`src/rtl/rv32i_pkg.sv`:
```
// Shared RV32I control encodings for the PC redirect path.
// Latency: n/a (types, constants and a pure helper function only).
// Backpressure: n/a.
//
// Contents: branch/jump/pc_src encodings, BHT reset value, flush FSM states,
// and the 2-bit saturating counter update used by the BHT.
package rv32i_pkg;

    typedef enum logic [2:0] {
        BR_NONE = 3'd0,
        BR_BEQ  = 3'd1,
        BR_BNE  = 3'd2,
        BR_BLT  = 3'd3,
        BR_BGE  = 3'd4,
        BR_BLTU = 3'd5,
        BR_BGEU = 3'd6,
        BR_RSVD = 3'd7
    } branch_e;

    typedef enum logic [1:0] {
        JMP_NONE = 2'd0,
        JMP_JAL  = 2'd1,
        JMP_JALR = 2'd2,
        JMP_RSVD = 2'd3
    } jump_e;

    typedef enum logic [1:0] {
        PC_SRC_NONE   = 2'd0,
        PC_SRC_TARGET = 2'd1,
        PC_SRC_JALR   = 2'd2,
        PC_SRC_SEQ    = 2'd3
    } pc_src_e;

    typedef enum logic {
        ST_IDLE = 1'b0,
        ST_HOLD = 1'b1
    } flush_st_e;

    // Weakly not-taken.
    localparam logic [1:0] BHT_RST = 2'b01;

    function automatic logic [1:0] sat_update(input logic [1:0] ctr, input logic taken);
        logic [1:0] nxt;
        nxt = ctr;
        if (taken && ctr != 2'b11) begin
            nxt = ctr + 2'b01;
        end else if (!taken && ctr != 2'b00) begin
            nxt = ctr - 2'b01;
        end
        return nxt;
    endfunction

endpackage

```
`src/rtl/bht_2bit.sv`:
```
// Branch history table of 2-bit saturating counters indexed by PC[IDX_W+1:2].
// Latency: read is combinational; write lands on the rising edge (no read bypass).
// Backpressure: none; one read and one write accepted every cycle.
//
// Ports: clk_i, rst_n_i (sync, active-low); rd_pc_i -> rd_ctr_o;
//        wr_en_i, wr_pc_i, wr_taken_i (saturating update of entry at wr_pc_i).
module bht_2bit
    import rv32i_pkg::*;
#(
    parameter int DEPTH = 64,
    parameter int XLEN  = 32
) (
    input  logic            clk_i,
    input  logic            rst_n_i,
    input  logic [XLEN-1:0] rd_pc_i,
    output logic [1:0]      rd_ctr_o,
    input  logic            wr_en_i,
    input  logic [XLEN-1:0] wr_pc_i,
    input  logic            wr_taken_i
);
    localparam int IDX_W = $clog2(DEPTH);

    logic [1:0]       ctr [DEPTH];
    logic [IDX_W-1:0] rd_idx;
    logic [IDX_W-1:0] wr_idx;

    // Word-aligned instructions: the two low PC bits carry no information.
    assign rd_idx = rd_pc_i[IDX_W+1:2];
    assign wr_idx = wr_pc_i[IDX_W+1:2];

    logic unused_pc_bits;
    assign unused_pc_bits = ^{rd_pc_i[XLEN-1:IDX_W+2], rd_pc_i[1:0],
                              wr_pc_i[XLEN-1:IDX_W+2], wr_pc_i[1:0]};

    assign rd_ctr_o = ctr[rd_idx];

    always_ff @(posedge clk_i) begin
        if (!rst_n_i) begin
            for (int i = 0; i < DEPTH; i++) begin
                ctr[i] <= BHT_RST;
            end
        end else if (wr_en_i) begin
            ctr[wr_idx] <= sat_update(ctr[wr_idx], wr_taken_i);
        end
    end

endmodule

```
`src/rtl/pc_redirect_unit.sv`:
```
// Resolves RV32I branches/jumps in EX, drives the PC mux select and flush, predicts in IF.
// Latency: pc_src_o/flush_o/pred_taken_o combinational; BHT, counters, hold state next edge.
// Backpressure: none; during the flush window EX contents are treated as wrong-path and ignored.
//
// Ports: clk_i, rst_n_i (sync, active-low); if_valid_i, if_pc_i -> pred_taken_o;
//        ex_* and ALU flags -> pc_src_o, flush_o; branch_cnt_o, mispred_cnt_o perf counters.
module pc_redirect_unit
    import rv32i_pkg::*;
#(
    parameter int XLEN         = 32,
    parameter int BHT_DEPTH    = 64,
    parameter int FLUSH_CYCLES = 2,
    parameter int CNT_W        = 32
) (
    input  logic             clk_i,
    input  logic             rst_n_i,
    input  logic             if_valid_i,
    input  logic [XLEN-1:0]  if_pc_i,
    output logic             pred_taken_o,
    input  logic             ex_valid_i,
    input  logic [XLEN-1:0]  ex_pc_i,
    input  logic [2:0]       ex_branch_i,
    input  logic [1:0]       ex_jump_i,
    input  logic             ex_pred_taken_i,
    input  logic             flg_zero_i,
    input  logic             flg_neg_i,
    input  logic             flg_ovf_i,
    input  logic             flg_carry_i,
    output logic [1:0]       pc_src_o,
    output logic             flush_o,
    output logic [CNT_W-1:0] branch_cnt_o,
    output logic [CNT_W-1:0] mispred_cnt_o
);
    localparam int HCW = $clog2(FLUSH_CYCLES + 1);
    localparam logic [HCW-1:0] HOLD_LOAD = HCW'(FLUSH_CYCLES - 1);

    flush_st_e      state;
    logic [HCW-1:0] hold_cnt;

    logic       eq, lt, ltu;
    logic       is_branch, is_jump, cond_taken;
    logic       live, redirect, bht_we, mispred;
    logic [1:0] pc_src;
    logic [1:0] if_ctr;

    assign eq  = flg_zero_i;
    assign lt  = flg_neg_i ^ flg_ovf_i;
    assign ltu = !flg_carry_i;

    always_comb begin
        is_branch  = 1'b0;
        cond_taken = 1'b0;
        case (ex_branch_i)
            BR_BEQ:  begin is_branch = 1'b1; cond_taken = eq;   end
            BR_BNE:  begin is_branch = 1'b1; cond_taken = !eq;  end
            BR_BLT:  begin is_branch = 1'b1; cond_taken = lt;   end
            BR_BGE:  begin is_branch = 1'b1; cond_taken = !lt;  end
            BR_BLTU: begin is_branch = 1'b1; cond_taken = ltu;  end
            BR_BGEU: begin is_branch = 1'b1; cond_taken = !ltu; end
            default: ;
        endcase
    end

    assign is_jump = (ex_jump_i == JMP_JAL) || (ex_jump_i == JMP_JALR);
    // Reset gates everything so outputs are quiet while rst_n_i is low.
    assign live    = rst_n_i && ex_valid_i && (state == ST_IDLE);

    always_comb begin
        redirect = 1'b0;
        bht_we   = 1'b0;
        mispred  = 1'b0;
        pc_src   = PC_SRC_NONE;
        if (live) begin
            if (is_jump) begin
                // Jumps win over any branch code on the same instruction.
                redirect = 1'b1;
                pc_src   = ex_jump_i;
            end else if (is_branch) begin
                bht_we  = 1'b1;
                mispred = (cond_taken != ex_pred_taken_i);
                if (mispred) begin
                    redirect = 1'b1;
                    pc_src   = cond_taken ? PC_SRC_TARGET : PC_SRC_SEQ;
                end
            end
        end
    end

    assign pc_src_o     = pc_src;
    assign flush_o      = rst_n_i && (redirect || (state == ST_HOLD));
    assign pred_taken_o = rst_n_i && if_valid_i && if_ctr[1];

    bht_2bit #(
        .DEPTH (BHT_DEPTH),
        .XLEN  (XLEN)
    ) u_bht (
        .clk_i      (clk_i),
        .rst_n_i    (rst_n_i),
        .rd_pc_i    (if_pc_i),
        .rd_ctr_o   (if_ctr),
        .wr_en_i    (bht_we),
        .wr_pc_i    (ex_pc_i),
        .wr_taken_i (cond_taken)
    );

    // HOLD is occupied exactly while hold_cnt is non-zero.
    always_ff @(posedge clk_i) begin
        if (!rst_n_i) begin
            state         <= ST_IDLE;
            hold_cnt      <= '0;
            branch_cnt_o  <= '0;
            mispred_cnt_o <= '0;
        end else begin
            case (state)
                ST_IDLE: begin
                    if (redirect && FLUSH_CYCLES > 1) begin
                        hold_cnt <= HOLD_LOAD;
                        state    <= ST_HOLD;
                    end
                end
                ST_HOLD: begin
                    hold_cnt <= hold_cnt - 1'b1;
                    if (hold_cnt == HCW'(1)) begin
                        state <= ST_IDLE;
                    end
                end
                default: begin
                    state    <= ST_IDLE;
                    hold_cnt <= '0;
                end
            endcase
            if (bht_we) begin
                branch_cnt_o <= branch_cnt_o + 1'b1;
                if (mispred) begin
                    mispred_cnt_o <= mispred_cnt_o + 1'b1;
                end
            end
        end
    end

endmodule
```
`config.mk`:
```
export PLATFORM = sky130hd
export DESIGN_NAME = pc_redirect_unit
export DESIGN_NICKNAME = d
export VERILOG_FILES = /design/src/rtl/rv32i_pkg.sv /design/src/rtl/bht_2bit.sv /design/src/rtl/pc_redirect_unit.sv
export SDC_FILE = /design/constraint.sdc
export NUM_CORES = 1
export LEC_CHECK = 0
export BUFFER_PORTS_ARGS = -buffer_cell sky130_fd_sc_hd__buf_4
export CAP_MARGIN = 20
export CORE_MARGIN = 2
export CORE_UTILIZATION = 50
export DETAILED_ROUTE_END_ITERATION = 7
export GPL_ROUTABILITY_DRIVEN = 0
export PLACE_DENSITY = 0.82
export SLEW_MARGIN = 20
export SYNTH_ARGS = -nofsm -noshare
export SYNTH_HDL_FRONTEND = slang
export SYNTH_SLANG_ARGS = --single-unit
```
`constraint.sdc`:
```
create_clock -name clk_i -period 4 [get_ports clk_i]
set_input_delay 0.2 -clock clk_i [delete_from_list [all_inputs] [get_ports clk_i]]
set_output_delay 0.2 -clock clk_i [all_outputs]
set_load 0.02 [all_outputs]
```
Word level (Yosys, flattened, before mapping)
Memories as Yosys holds them, arrays and structs flattened.
Index checks and enable logic that the tools add are counted.
{"block": "classes", "n_addsub": 5, "eq_ne": 12, "muxes": 33, "bitwise_logic": 2, "reduce_logical": 17}
{"cell": "$add A32 B1 Y32 const B", "count": 2}
{"cell": "$mux W2", "count": 11}
{"cell": "$mux W1", "count": 18}
{"cell": "$eq A3 B3 Y1 const B", "count": 3}
{"cell": "$logic_and A1 B1 Y1", "count": 7}
{"cell": "$eq A3 B2 Y1 const B", "count": 2}
{"cell": "$mux W6", "count": 1}
{"cell": "$pmux W1 S6", "count": 1}
{"cell": "$reduce_or A6 Y1", "count": 1}
{"cell": "$eq A2 B1 Y1 const B", "count": 2}
{"cell": "$logic_not A1 Y1", "count": 4}
{"cell": "$ne A2 B2 Y1 const B", "count": 2}
{"cell": "$pmux W2 S2", "count": 1}
{"cell": "$sub A2 B1 Y2 const B", "count": 2}
{"cell": "$eq A3 B1 Y1 const B", "count": 1}
{"cell": "$add A2 B1 Y2 const B", "count": 1}
{"cell": "$eq A2 B2 Y1 const B", "count": 1}
{"cell": "$logic_or A1 B1 Y1", "count": 2}
{"cell": "$pmux W1 S2", "count": 1}
{"cell": "$reduce_and A2 Y1", "count": 1}
{"cell": "$reduce_bool A2 Y1", "count": 1}
{"cell": "$reduce_or A2 Y1", "count": 1}
{"cell": "$ne A1 B1 Y1", "count": 1}
{"cell": "$not A1 Y1", "count": 1}
{"cell": "$xor A1 B1 Y1", "count": 1}
{"block": "totals", "reg_bits": 67, "ramBits": 128, "inputBits": 78, "out_inout_bits": 68, "elab_cells": 74, "mem_count": 1}
{"memory": "u_bht.ctr", "words": 64, "word_bits": 2, "rd": 2, "rd_ports_with_merged_regs": 0, "write_ports": 64, "line_no": "bht_2bit.sv:23", "source": "logic [1:0] ctr [DEPTH];"}

Depth between registers and ports, before layout
Gate-level depths: netlist (run 1).
{"block": "logic_depth", "ltp_word": 11, "depth_mapped": 16, "mapped_depth_nobuf": 12}

Hierarchy
From an unflattened synthesis (run 1), not the netlist that was laid out.
{"block": "hier_totals", "hier_cells": 1109, "area_unflattened_um2": 11353.4}
{"module": "bht_2bit", "instances": 1, "cells_each": 700, "area_per_inst_um2": 7985.2, "seq_area_each_um2": 3843.7}
{"module": "pc_redirect_unit", "instances": 1, "cells_each": 409, "area_per_inst_um2": 3368.2, "seq_area_each_um2": 1341.3}

Least setup slack after synthesis (run 1)
Ideal clock, no wire load.
{"block": "synth_timing", "kind": "in2reg", "from": "input flg_ovf_i", "to": "register mispred_cnt_o[29]", "setup_time_ns": 0.115, "arrival_ns": 3.212, "setup_slack_ns": 0.673, "cell_stages": 13, "n_path_buf": 1, "cell_sequence": "xnor2_1 a2bb2oi_1 o221ai_1 a21oi_1 inv_1 ha_1 or4_4 or4_1 buf_2 nor4_1 nand4_1 xnor2_1 and2_1"}
{"block": "synth_between", "elab_chain_cells": 8}
{"item": "start, declared", "line_no": "pc_redirect_unit.sv:27", "source": "input logic flg_ovf_i,"}
{"item": "$xor A1 B1 Y1 (*)", "line_no": "pc_redirect_unit.sv:47", "source": "assign lt = flg_neg_i ^ flg_ovf_i;"}
{"item": "$logic_not A1 Y1", "line_no": "pc_redirect_unit.sv:57", "source": "BR_BGE: begin is_branch = 1'b1; cond_taken = !lt; end"}
{"item": "$pmux W1 S6 (*)", "line_no": "pc_redirect_unit.sv:53", "source": "case (ex_branch_i)"}
{"item": "$ne A1 B1 Y1 (*)", "line_no": "pc_redirect_unit.sv:80", "source": "mispred = (cond_taken != ex_pred_taken_i);"}
{"item": "$mux W1 (*)", "line_no": "pc_redirect_unit.sv:78", "source": "end else if (is_branch) begin"}
{"item": "$mux W1 (*)", "line_no": "pc_redirect_unit.sv:74", "source": "if (is_jump) begin"}
{"item": "$mux W1 (*)", "line_no": "pc_redirect_unit.sv:73", "source": "if (live) begin"}
{"item": "$reduce_and A2 Y1 (no source line) (*)"}
{"item": "end signal, assigned", "line_no": "pc_redirect_unit.sv:135", "source": "mispred_cnt_o <= mispred_cnt_o + 1'b1;"}
{"item": "end, declared", "line_no": "pc_redirect_unit.sv:32", "source": "output logic [CNT_W-1:0] mispred_cnt_o"}
Every way passes the cells marked *; elsewhere a longest branch is shown, timed or not.
A chain may end at the register's enable or synchronous reset.

==> impl_metrics.toml, run 1 <==
[timing]
fin_tns_setup_ns = 0
setup_viol_count_final = 0
worst_slew_pin_slew_ns = 0.932
fin_crit_ns = 3.32
slew_violations = 0
relSlewSlack_pct = 37.9
fmax_ghz = 0.301
rsz0062_at_grt = "false"
finalHoldViolations = 0
finalCritPeriodShare_pct = 83.1
fin_skew_ns = 0.0104

[die]
die_area_mm2 = 0.0216
io_pins = 146
start_util_pct = 50.7
die_h_um = 147
fp.coreArea_mm2 = 0.0202
rows = 52
die_w_um = 147

[logic_synthesis]
postSynthAreaPerCell_um2 = 10.1
ys_ff_latch = 195
ys_warn_count = 0
yosys_most_used_dff = "edfxtp_1"
async_flop_share_pct = 0
synth_enable_flop_cells = 128
ys_seq_area_share_pct = 50.7
synth_top_area_share_pct = 37.6
synth_most_common_cell = "nand2_1"
synth_area_mm2 = 0.0102
synth_nets = 1092
synth_cells = 1008
synth_area_leaders = "edfxtp_1, dfxtp_1, nand2_1"
ys_types = 62
synth_area_leader_cell = "edfxtp_1"
synth_common_cells = "nand2_1, edfxtp_1, nand3_1"

[global_routing]
overflow = 0
track_usage_pct = 24.3
grt_max_degree = 101
grt_pass1_wl_um = 41600
grt_pass1_vias = 8127
grt_antenna_before_repair = 0

[detailed_routing]
drt-pass1-iter-count = 5
drtAntennaViolNets = 0
vias_per_cell = 6.13
wl_per_cell_um = 19.0
vias = 8356
drc_errors = 0
wirelength_um = 25900
drt_iter0_markers = 1000

[pwr]
worst_ir_drop_vdd_uv = 270
powerDensity_mw_per_mm2 = 377
power_leakage_uw = 0.00422
power_uw = 4490

[clock_network]
post_cts_buffers = 0
worstSkewPairLatency_ns = 0.44
cts_resized = 0
htree_num_levels = 4
clock_path_buffers = 2
clock_sinks = 195
cts_hold_buf = 0
cts_tree = "built"
clk_pin_slew_worst_paths_ns = 0.08
cts_buffers = 17
clockRootBuffer = "clkbuf_16"

[final_layout]
nNetsFinal = 1164
diodes = 0
fillers = 1621
final_util_pct = 59.2
syn2layout_area_growth_pct = 16.7
drive_above_1_share_pct = 20.2

[setup_path]
worstSetupStartpointType = "flip-flop"
cp_data_required_time_ns = 4.17
crit_type = "flip-flop to flip-flop"
path_max_fanout = 38
arrival_ns = 3.49
endpoint_kind = "flip-flop"

[place]
dp.final_hpwl_um = 17100
port_buffers = 93

[outcome]
status = "complete, no violations"

[flow_run]
maxCapViolations = 0

[hold_path]
hp-class = "input pin to flip-flop"
==> kinds of logic (layout without fill, tap and decap cells) <==
kind of cell | after synthesis | count (layout) | synth area share [%]
buffers and inverters | 93 | 178 | 3.60
adders and majority gates | 7 | 7 | 0.832
and+or+nand+nor | 450 | 450 | 21.9
muxes | 54 | 54 | 8.65
xor gates and xnor gates | 58 | 58 | 5.04
DFF | 195 | 195 | 50.7
AOI/OAI and AO/OA | 151 | 151 | 9.31
==> sequential cells by signal (all words and copies together), names as in the netlist <==
signal,count
state,1
mispred_cnt_o,32
u_bht.ctr,128
branch_cnt_o,32
hold_cnt,2
==> through the flow <==
stage / setup WS [ns] / area [um2] / hold slack (ns) / std cells
6_report: 0.677 / 11900 / 0.205 / 1363
3_5_place_dp: 0.375 / 11300 / 0.491 / 1331
2_1_floorplan: 0.673 / 10200 / 0.470 / 1008
5_1_grt: 0.487 / 11900 / 0.197 / 1363
4_1_cts: 0.715 / 11900 / 0.180 / 1363
3_3_place_gp: 0.405 / 11300 / 0.477 / 1331
==> critical path: stages, from the launching register on <==
cell and delay [ns]:
edfxtp_1 0.40, mux4_2 0.49, o21ai_0 0.23, nor2_1 0.09, nor4_1 0.40, nand4_1 0.29, ha_1 0.31, mux2i_1 0.16
buf_4 0.17, a21o_2 0.16, buf_12 0.23, a21oi_1 0.10
==> final timing paths <==
kind / cells after the start / slack, ns / endpoint / startpoint
max: 11 / 0.68 / u_bht.ctr[56][1]$_SDFFCE_PN0P_ / u_bht.ctr[54][0]$_SDFFCE_PN1P_
min: 3 / 0.20 / u_bht.ctr[8][0]$_SDFFCE_PN1P_ / ex_pc_i[6]
max reg2reg: 11 / 0.68 / u_bht.ctr[56][1]$_SDFFCE_PN0P_ / u_bht.ctr[54][0]$_SDFFCE_PN1P_
min reg2reg: 2 / 0.50 / mispred_cnt_o[25]$_SDFFE_PN0P_ / mispred_cnt_o[25]$_SDFFE_PN0P_
==> routing by layer <==
metal	wire length (um)	track usage, %	vias up	part of all wire [%]
met4	906	10.7	0	3.5
met3	2560	4.88	78	9.9
met2	12600	39.1	475	49
met1	9840	32.0	4003	38
met5	0	0	-	0
li1	-	-	3800	-
==> layout make-up <==
cell class | instances | area (um2) | share of cell area (%)
multi-input combinational | 720 | 4730 | 39.6
sequential | 195 | 5180 | 43.4
inverter | 17 | 63.8 | 0.535
tap | 270 | 338 | 2.83
clock inverter | 13 | 134 | 1.12
clock buffer | 19 | 453 | 3.79
timing repair buffer | 129 | 1030 | 8.64
==> cell usage in the layout, fill, tap and decap left out, types with 5 or more instances in the layout <==
| cell type | n |
|---|---|
| a22oi_1 | 14 |
| and3_1 | 9 |
| and2_1 | 54 |
| xnor2_1 | 38 |
| mux2_2 | 15 |
| nand2b_1 | 6 |
| ha_1 | 6 |
| mux4_2 | 26 |
| and4_1 | 5 |
| a221oi_1 | 13 |
| inv_1 | 16 |
| nor2_1 | 33 |
| nand3_1 | 88 |
| xor2_1 | 19 |
| dfxtp_1 | 67 |
| a21boi_0 | 7 |
| nand2_1 | 173 |
| o22ai_1 | 7 |
| o21ai_0 | 16 |
| a21oi_1 | 68 |
| nor2b_1 | 14 |
| or3_1 | 7 |
| nor4_1 | 6 |
| nand4_1 | 17 |
| clkbuf_16 | 17 |
| buf_12 | 5 |
| edfxtp_1 | 128 |
| mux2i_1 | 13 |
| nor3_1 | 11 |
| buf_4 | 124 |
==> report_power, final <==
group | internal [uW] | switching (uW)
Combinational | 209 | 401
Sequential | 2170 | 22.3
Clock | 866 | 826
Total | 3250 | 1250
(Power assumes the default switching activity.)
==> inputs of run 2 (changes only) <==
Clock period 4 ns to 3.2 ns, I/O delays scaled along.
==> impl_metrics.toml, run 2 (synthesis results as in run 1) <==
[outcome]
status = "finished with violations"
violations = "setup timing"

[die]
die_area_mm2 = 0.0216
io_pins = 146
start_util_pct = 50.7
die_w_um = 147
die_h_um = 147
rows = 52
fp.coreArea_mm2 = 0.0202

[clock_network]
clk_pin_slew_worst_paths_ns = 0.07
worstSkewPairLatency_ns = 0.44
cts_tree = "built"
clockRootBuffer = "clkbuf_16"
cts_buffers = 17
clock_sinks = 195
htree_num_levels = 4
clock_path_buffers = 2

[detailed_routing]
drtAntennaViolNets = 0
wirelength_um = 28400
vias = 8758
drt_iter0_markers = 1242
vias_per_cell = 6.27
drt-pass1-iter-count = 7
wl_per_cell_um = 20.4
drc_errors = 0

[final_layout]
fillers = 1583
largest_reg_flops = 128
nNetsFinal = 1198
drive_above_1_share_pct = 24.0
final_util_pct = 61.3
reg_top3 = "u_bht.ctr: 128 flops, branch_cnt_o: 32 flops, mispred_cnt_o: 32 flops"
diodes = 0
multi_input_area_mm2 = 0.00480
final-instance-count-excl-fill = 1397
layout_common_cells = "nand2_1, buf_4, edfxtp_1"
layout_commonest_cell = "nand2_1"
largest-register = "u_bht.ctr"
seq_area_mm2 = 0.00518
syn2layout_area_growth_pct = 20.9
design_area_mm2 = 0.0124

[timing]
fin_skew_ns = 0.00799
fmax_ghz = 0.311
worst_slew_pin_slew_ns = 0.692
slew_violations = 0
fin_ws_ns = -0.0205
rsz0062_at_grt = "true"
setup_viol_count_final = 16
relSlewSlack_pct = 53.8
finalHoldViolations = 0
finalCritPeriodShare_pct = 101
fin_crit_ns = 3.22

[global_routing]
grt_pass1_vias = 8388
overflow = 0
grt_antenna_before_repair = 0
grt_pass1_wl_um = 43500
track_usage_pct = 25.5
grt_max_degree = 77

[place]
dp.cells = 1360
dp.final_hpwl_um = 18400
placed_area_mm2 = 0.0116
port_buffers = 93

[hold_path]
hold_depth = 3
hold_end = "u_bht.ctr[39][0]$_SDFFCE_PN1P_"
min_from = "ex_pc_i[6]"
hp-class = "input pin to flip-flop"

[setup_path]
rr_worst_depth = 13
regToRegEndpoint = "u_bht.ctr[21][0]$_SDFFCE_PN1P_"
reg2reg_slack_ns = -0.02
crit_start = "u_bht.ctr[6][1]$_SDFFCE_PN0P_"
arrival_ns = 3.41
path_max_fanout = 9
cp_data_required_time_ns = 3.39
worstSetupStartpointType = "flip-flop"
crit_type = "flip-flop to flip-flop"
r2r-start = "u_bht.ctr[6][1]$_SDFFCE_PN0P_"
endpoint_kind = "flip-flop"

[flow_run]
maxCapViolations = 0

[pwr]
power_leakage_uw = 0.00443
powerDensity_mw_per_mm2 = 476
worst_ir_drop_vdd_uv = 308
## run 2: cell count changes in the layout (fill, tap and decap cells not counted), sizes merged
cell,previous run,this run
buf,129,160
clkbuf,19,23
clkinv,5,3
inv,24,25
## run 2: layout make-up
cell class	count	share of cell area, %
sequential	195	41.9
multi-input combinational	720	38.8
timing repair buffer	163	11.2
clock buffer	20	3.96
tap	270	2.73
clock inverter	12	0.850
inverter	17	0.516
## run 2: critical path: stages (launching register included)
cell      delay [ns]
edfxtp_1        0.40
mux2_2          0.28
a221o_1         0.31
a22oi_1         0.35
o2111a_1        0.29
and2_1          0.17
inv_1           0.05
ha_2            0.18
mux2i_1         0.17
buf_4           0.17
xnor2_4         0.13
buf_12          0.18
buf_6           0.20
nand3_1         0.10
## run 2: worst max-delay path by stage
stage,to,slack [ns]
2_1_floorplan,mispred_cnt_o[21]$_SDFFE_PN0P_,0.008
3_3_place_gp,mispred_cnt_o[29]$_SDFFE_PN0P_,-0.07
3_5_place_dp,mispred_cnt_o[29]$_SDFFE_PN0P_,-0.09
4_1_cts,u_bht.ctr[34][0]$_SDFFCE_PN1P_,0.02
5_1_grt,u_bht.ctr[34][0]$_SDFFCE_PN1P_,-0.08
6_report,u_bht.ctr[21][0]$_SDFFCE_PN1P_,-0.02
## run 2: per-stage QoR
step | hold slack (ns) | setup WS [ns] | total power [uW] | setup TNS, ns
after floorplan | 0.453 | 0.00801 | 3250 | 0
after global placement | 0.459 | -0.0655 | 3570 | -0.122
after detailed placement | 0.467 | -0.0923 | 3590 | -2.68
after CTS | 0.156 | 0.0164 | 5700 | 0
after global routing | 0.175 | -0.0751 | 6010 | -3.28
final | 0.177 | -0.0205 | 5880 | -0.148
## run 2: routing by layer
layer	GRT usage (%)	wire, um
met2	42.2	13600
met5	0	0
met1	32.4	10400
met3	5.31	3210
met4	11.4	1190
## run 2: power by group
group	internal [uW]	switching, uW	leakage [uW]
Clock	1140	1010	0.000296
Combinational	391	599	0.00247
Sequential	2710	29.9	0.00166
## run 2: timing repair
action                     in CTS  in global routing
resized for setup               1                 15
hold endpoints to repair        0                  0
setup endpoints to repair       1                128
hold buffers                    0                  0
gates cloned                    0                  4
buffers inserted                0                  1
pin swaps                       0                  4
==> inputs of run 3 (changes only) <==
Settings changed: BUFFER_PORTS_ARGS -buffer_cell sky130_fd_sc_hd__buf_4 to unset, DONT_BUFFER_PORTS set to 1, PLACE_DENSITY 0.82 to 0.76.
==> impl_metrics.toml, run 3 (synthesis results as in run 1) <==
[detailed_routing]
drc_errors = 0
drt_iter0_markers = 919
drt-pass1-iter-count = 5
vias_per_cell = 6.30
drtAntennaViolNets = 0
wl_per_cell_um = 21.2
wirelength_um = 27400
vias = 8144

[final_layout]
nNetsFinal = 1093
largest_reg_flops = 128
largest-register = "u_bht.ctr"
fillers = 1713
layout_common_cells = "nand2_1, edfxtp_1, nand3_1"
reg_top3 = "u_bht.ctr: 128 flops, branch_cnt_o: 32 flops, mispred_cnt_o: 32 flops"
syn2layout_area_growth_pct = 13.2
layout_commonest_cell = "nand2_1"
drive_above_1_share_pct = 15.3
diodes = 0

[timing]
finalHoldViolations = 0
whs_ns = 0.109
finalCritPeriodShare_pct = 98.8
fmax_ghz = 0.316
rsz0062_at_grt = "true"
fin_crit_ns = 3.16
fin_skew_ns = 0.0142
worst_slew_pin_slew_ns = 0.928
setup_viol_count_final = 0
relSlewSlack_pct = 37.5
fin_ws_ns = 0.0391
slew_violations = 0

[clock_network]
clock_path_buffers = 2
htree_num_levels = 4
clock_sinks = 195
cts_tree = "built"
cts_buffers = 17
clk_pin_slew_worst_paths_ns = 0.08
clockRootBuffer = "clkbuf_16"
worstSkewPairLatency_ns = 0.44

[pwr]
power_leakage_uw = 0.00390
p_int_uw = 4250
powerDensity_mw_per_mm2 = 505
p_switching_uw = 1600
swShare_pct = 27.4
worst_ir_drop_vdd_uv = 335
power_uw = 5850
power.share.combinational_pct = 15.4
seqPwrFrac_pct = 46.9
clkPwrFrac_pct = 37.7

[die]
start_util_pct = 50.7
die_w_um = 147
die_h_um = 147
io_pins = 146
die_area_mm2 = 0.0216
rows = 52
fp.coreArea_mm2 = 0.0202

[setup_path]
path_max_fanout = 13
reg2reg_slack_ns = 0.04
crit_type = "flip-flop to flip-flop"
rr_worst_depth = 13
path_depth = 13
slowest_stage = "mux4_2"
path_delay_family = "simple AND/OR/NAND/NOR gates"
crit_buf_inv = 4
path_cells = "mux4_2 -> a22oi_1 -> nor2_1 -> nor4_2 -> nand4_1 -> inv_1 -> ha_2 -> mux2i_1 -> buf_4 -> xnor2_4 -> buf_12 -> clkbuf_16 -> nand3_1"
r2r-start = "u_bht.ctr[22][0]$_SDFFCE_PN1P_"
endpoint_kind = "flip-flop"
regToRegEndpoint = "u_bht.ctr[51][0]$_SDFFCE_PN1P_"
worstSetupStartpointType = "flip-flop"
cpPeakStageDelay_ns = 0.50
arrival_ns = 3.34
cp_data_required_time_ns = 3.38

[place]
port_buffers = 0
dp_slack_ns = -0.108
dp.final_hpwl_um = 17000

[flow_run]
maxCapViolations = 0

[global_routing]
grt_pass1_wl_um = 42300
top_usage_layer = "met2"
grt_antenna_before_repair = 0
grtUsageMet1_pct = 31.5
grt_pass1_vias = 7892
met2_usage_pct = 40.3
grt_util_met3_pct = 7.17
grt_max_degree = 131
overflow = 0
track_usage_pct = 24.9

[outcome]
status = "complete, no violations"

[hold_path]
hold_end = "u_bht.ctr[5][0]$_SDFFCE_PN1P_"
hold_depth = 3
min_from = "ex_pc_i[7]"
hp-class = "input pin to flip-flop"
run 3: changes by cell type in the layout (fill, tap and decap cells not counted), moves of 2 or more:
| cell | change |
|---|---|
| buf_4 | -110 |
| buf_6 | +3 |
| dlygate4sd3_1 | +2 |
| inv_8 | +2 |
| nand3_1 | +9 |
| nand3_2 | -9 |
run 3: worst max path at each step:
| stage | startpoint | endpoint | slack [ns] |
|---|---|---|---|
| final | u_bht.ctr[22][0]$_SDFFCE_PN1P_ | u_bht.ctr[51][0]$_SDFFCE_PN1P_ | 0.04 |
| after global routing | u_bht.ctr[22][0]$_SDFFCE_PN1P_ | u_bht.ctr[55][0]$_SDFFCE_PN1P_ | -0.08 |
| after CTS | u_bht.ctr[48][0]$_SDFFCE_PN1P_ | u_bht.ctr[53][0]$_SDFFCE_PN1P_ | 0.06 |
| after detailed placement | u_bht.ctr[22][0]$_SDFFCE_PN1P_ | u_bht.ctr[48][0]$_SDFFCE_PN1P_ | -0.11 |
| after global placement | u_bht.ctr[22][0]$_SDFFCE_PN1P_ | u_bht.ctr[35][0]$_SDFFCE_PN1P_ | -0.08 |
| after floorplan | flg_ovf_i | mispred_cnt_o[21]$_SDFFE_PN0P_ | 0.008 |
run 3: what timing repair did:
| item | 4_1_cts | 5_1_grt |
|---|---|---|
| endpoints found under the hold margin | 196 | 0 |
| gates resized for setup | 1 | 8 |
| buffers inserted | 2 | 4 |
| pin swaps | 1 | 3 |
| setup endpoints to repair | 60 | 128 |
| cloned | 0 | 6 |
| hold buffers | 3 | 0 |
run 3: cell type report:
type | count | area, um2 | share of cell area, %
multi-input cells | 720 | 4770 | 41.2
repair buffers | 58 | 616 | 5.32
inverters | 17 | 63.8 | 0.551
flip-flops and latches | 195 | 5180 | 44.8
clock inverters | 12 | 123 | 1.06
clock buffers | 20 | 489 | 4.22
well taps | 270 | 338 | 2.92
run 3: power by group through the flow:
stage	clock, uW	combinational (uW)	sequential, uW
after floorplan	0	465	2790
after global placement	0	653	2800
final	2210	900	2740
after global routing	2320	939	2750
after CTS	2230	721	2740
after detailed placement	0	660	2800
run 3: routing by layer:
layer | part of all wire (%) | wire length, um
met5 | 0 | 0
met3 | 12 | 3360
met2 | 47 | 12900
met1 | 37 | 10200
met4 | 3.4 | 925
run 3: worst reg2reg max path: stages (launching register included):
cell	delay, ns
edfxtp_1	0.37
mux4_2	0.50
a22oi_1	0.19
nor2_1	0.07
nor4_2	0.31
nand4_1	0.29
inv_1	0.13
ha_2	0.19
mux2i_1	0.06
buf_4	0.15
xnor2_4	0.17
buf_12	0.17
clkbuf_16	0.19
nand3_1	0.10
run 3: through the flow:
| stage | TNS, ns | cell area [um2] | instances | util (%) |
|---|---|---|---|---|
| after floorplan | 0 | 10200 | 1008 | - |
| after global placement | -3.23 | 10700 | 1245 | 53.1 |
| after detailed placement | -4.17 | 10700 | 1245 | 53.1 |
| after CTS | 0 | 11400 | 1282 | 56.5 |
| after global routing | -5.66 | 11600 | 1292 | 57.4 |
| final | 0 | 11600 | 1292 | 57.4 |
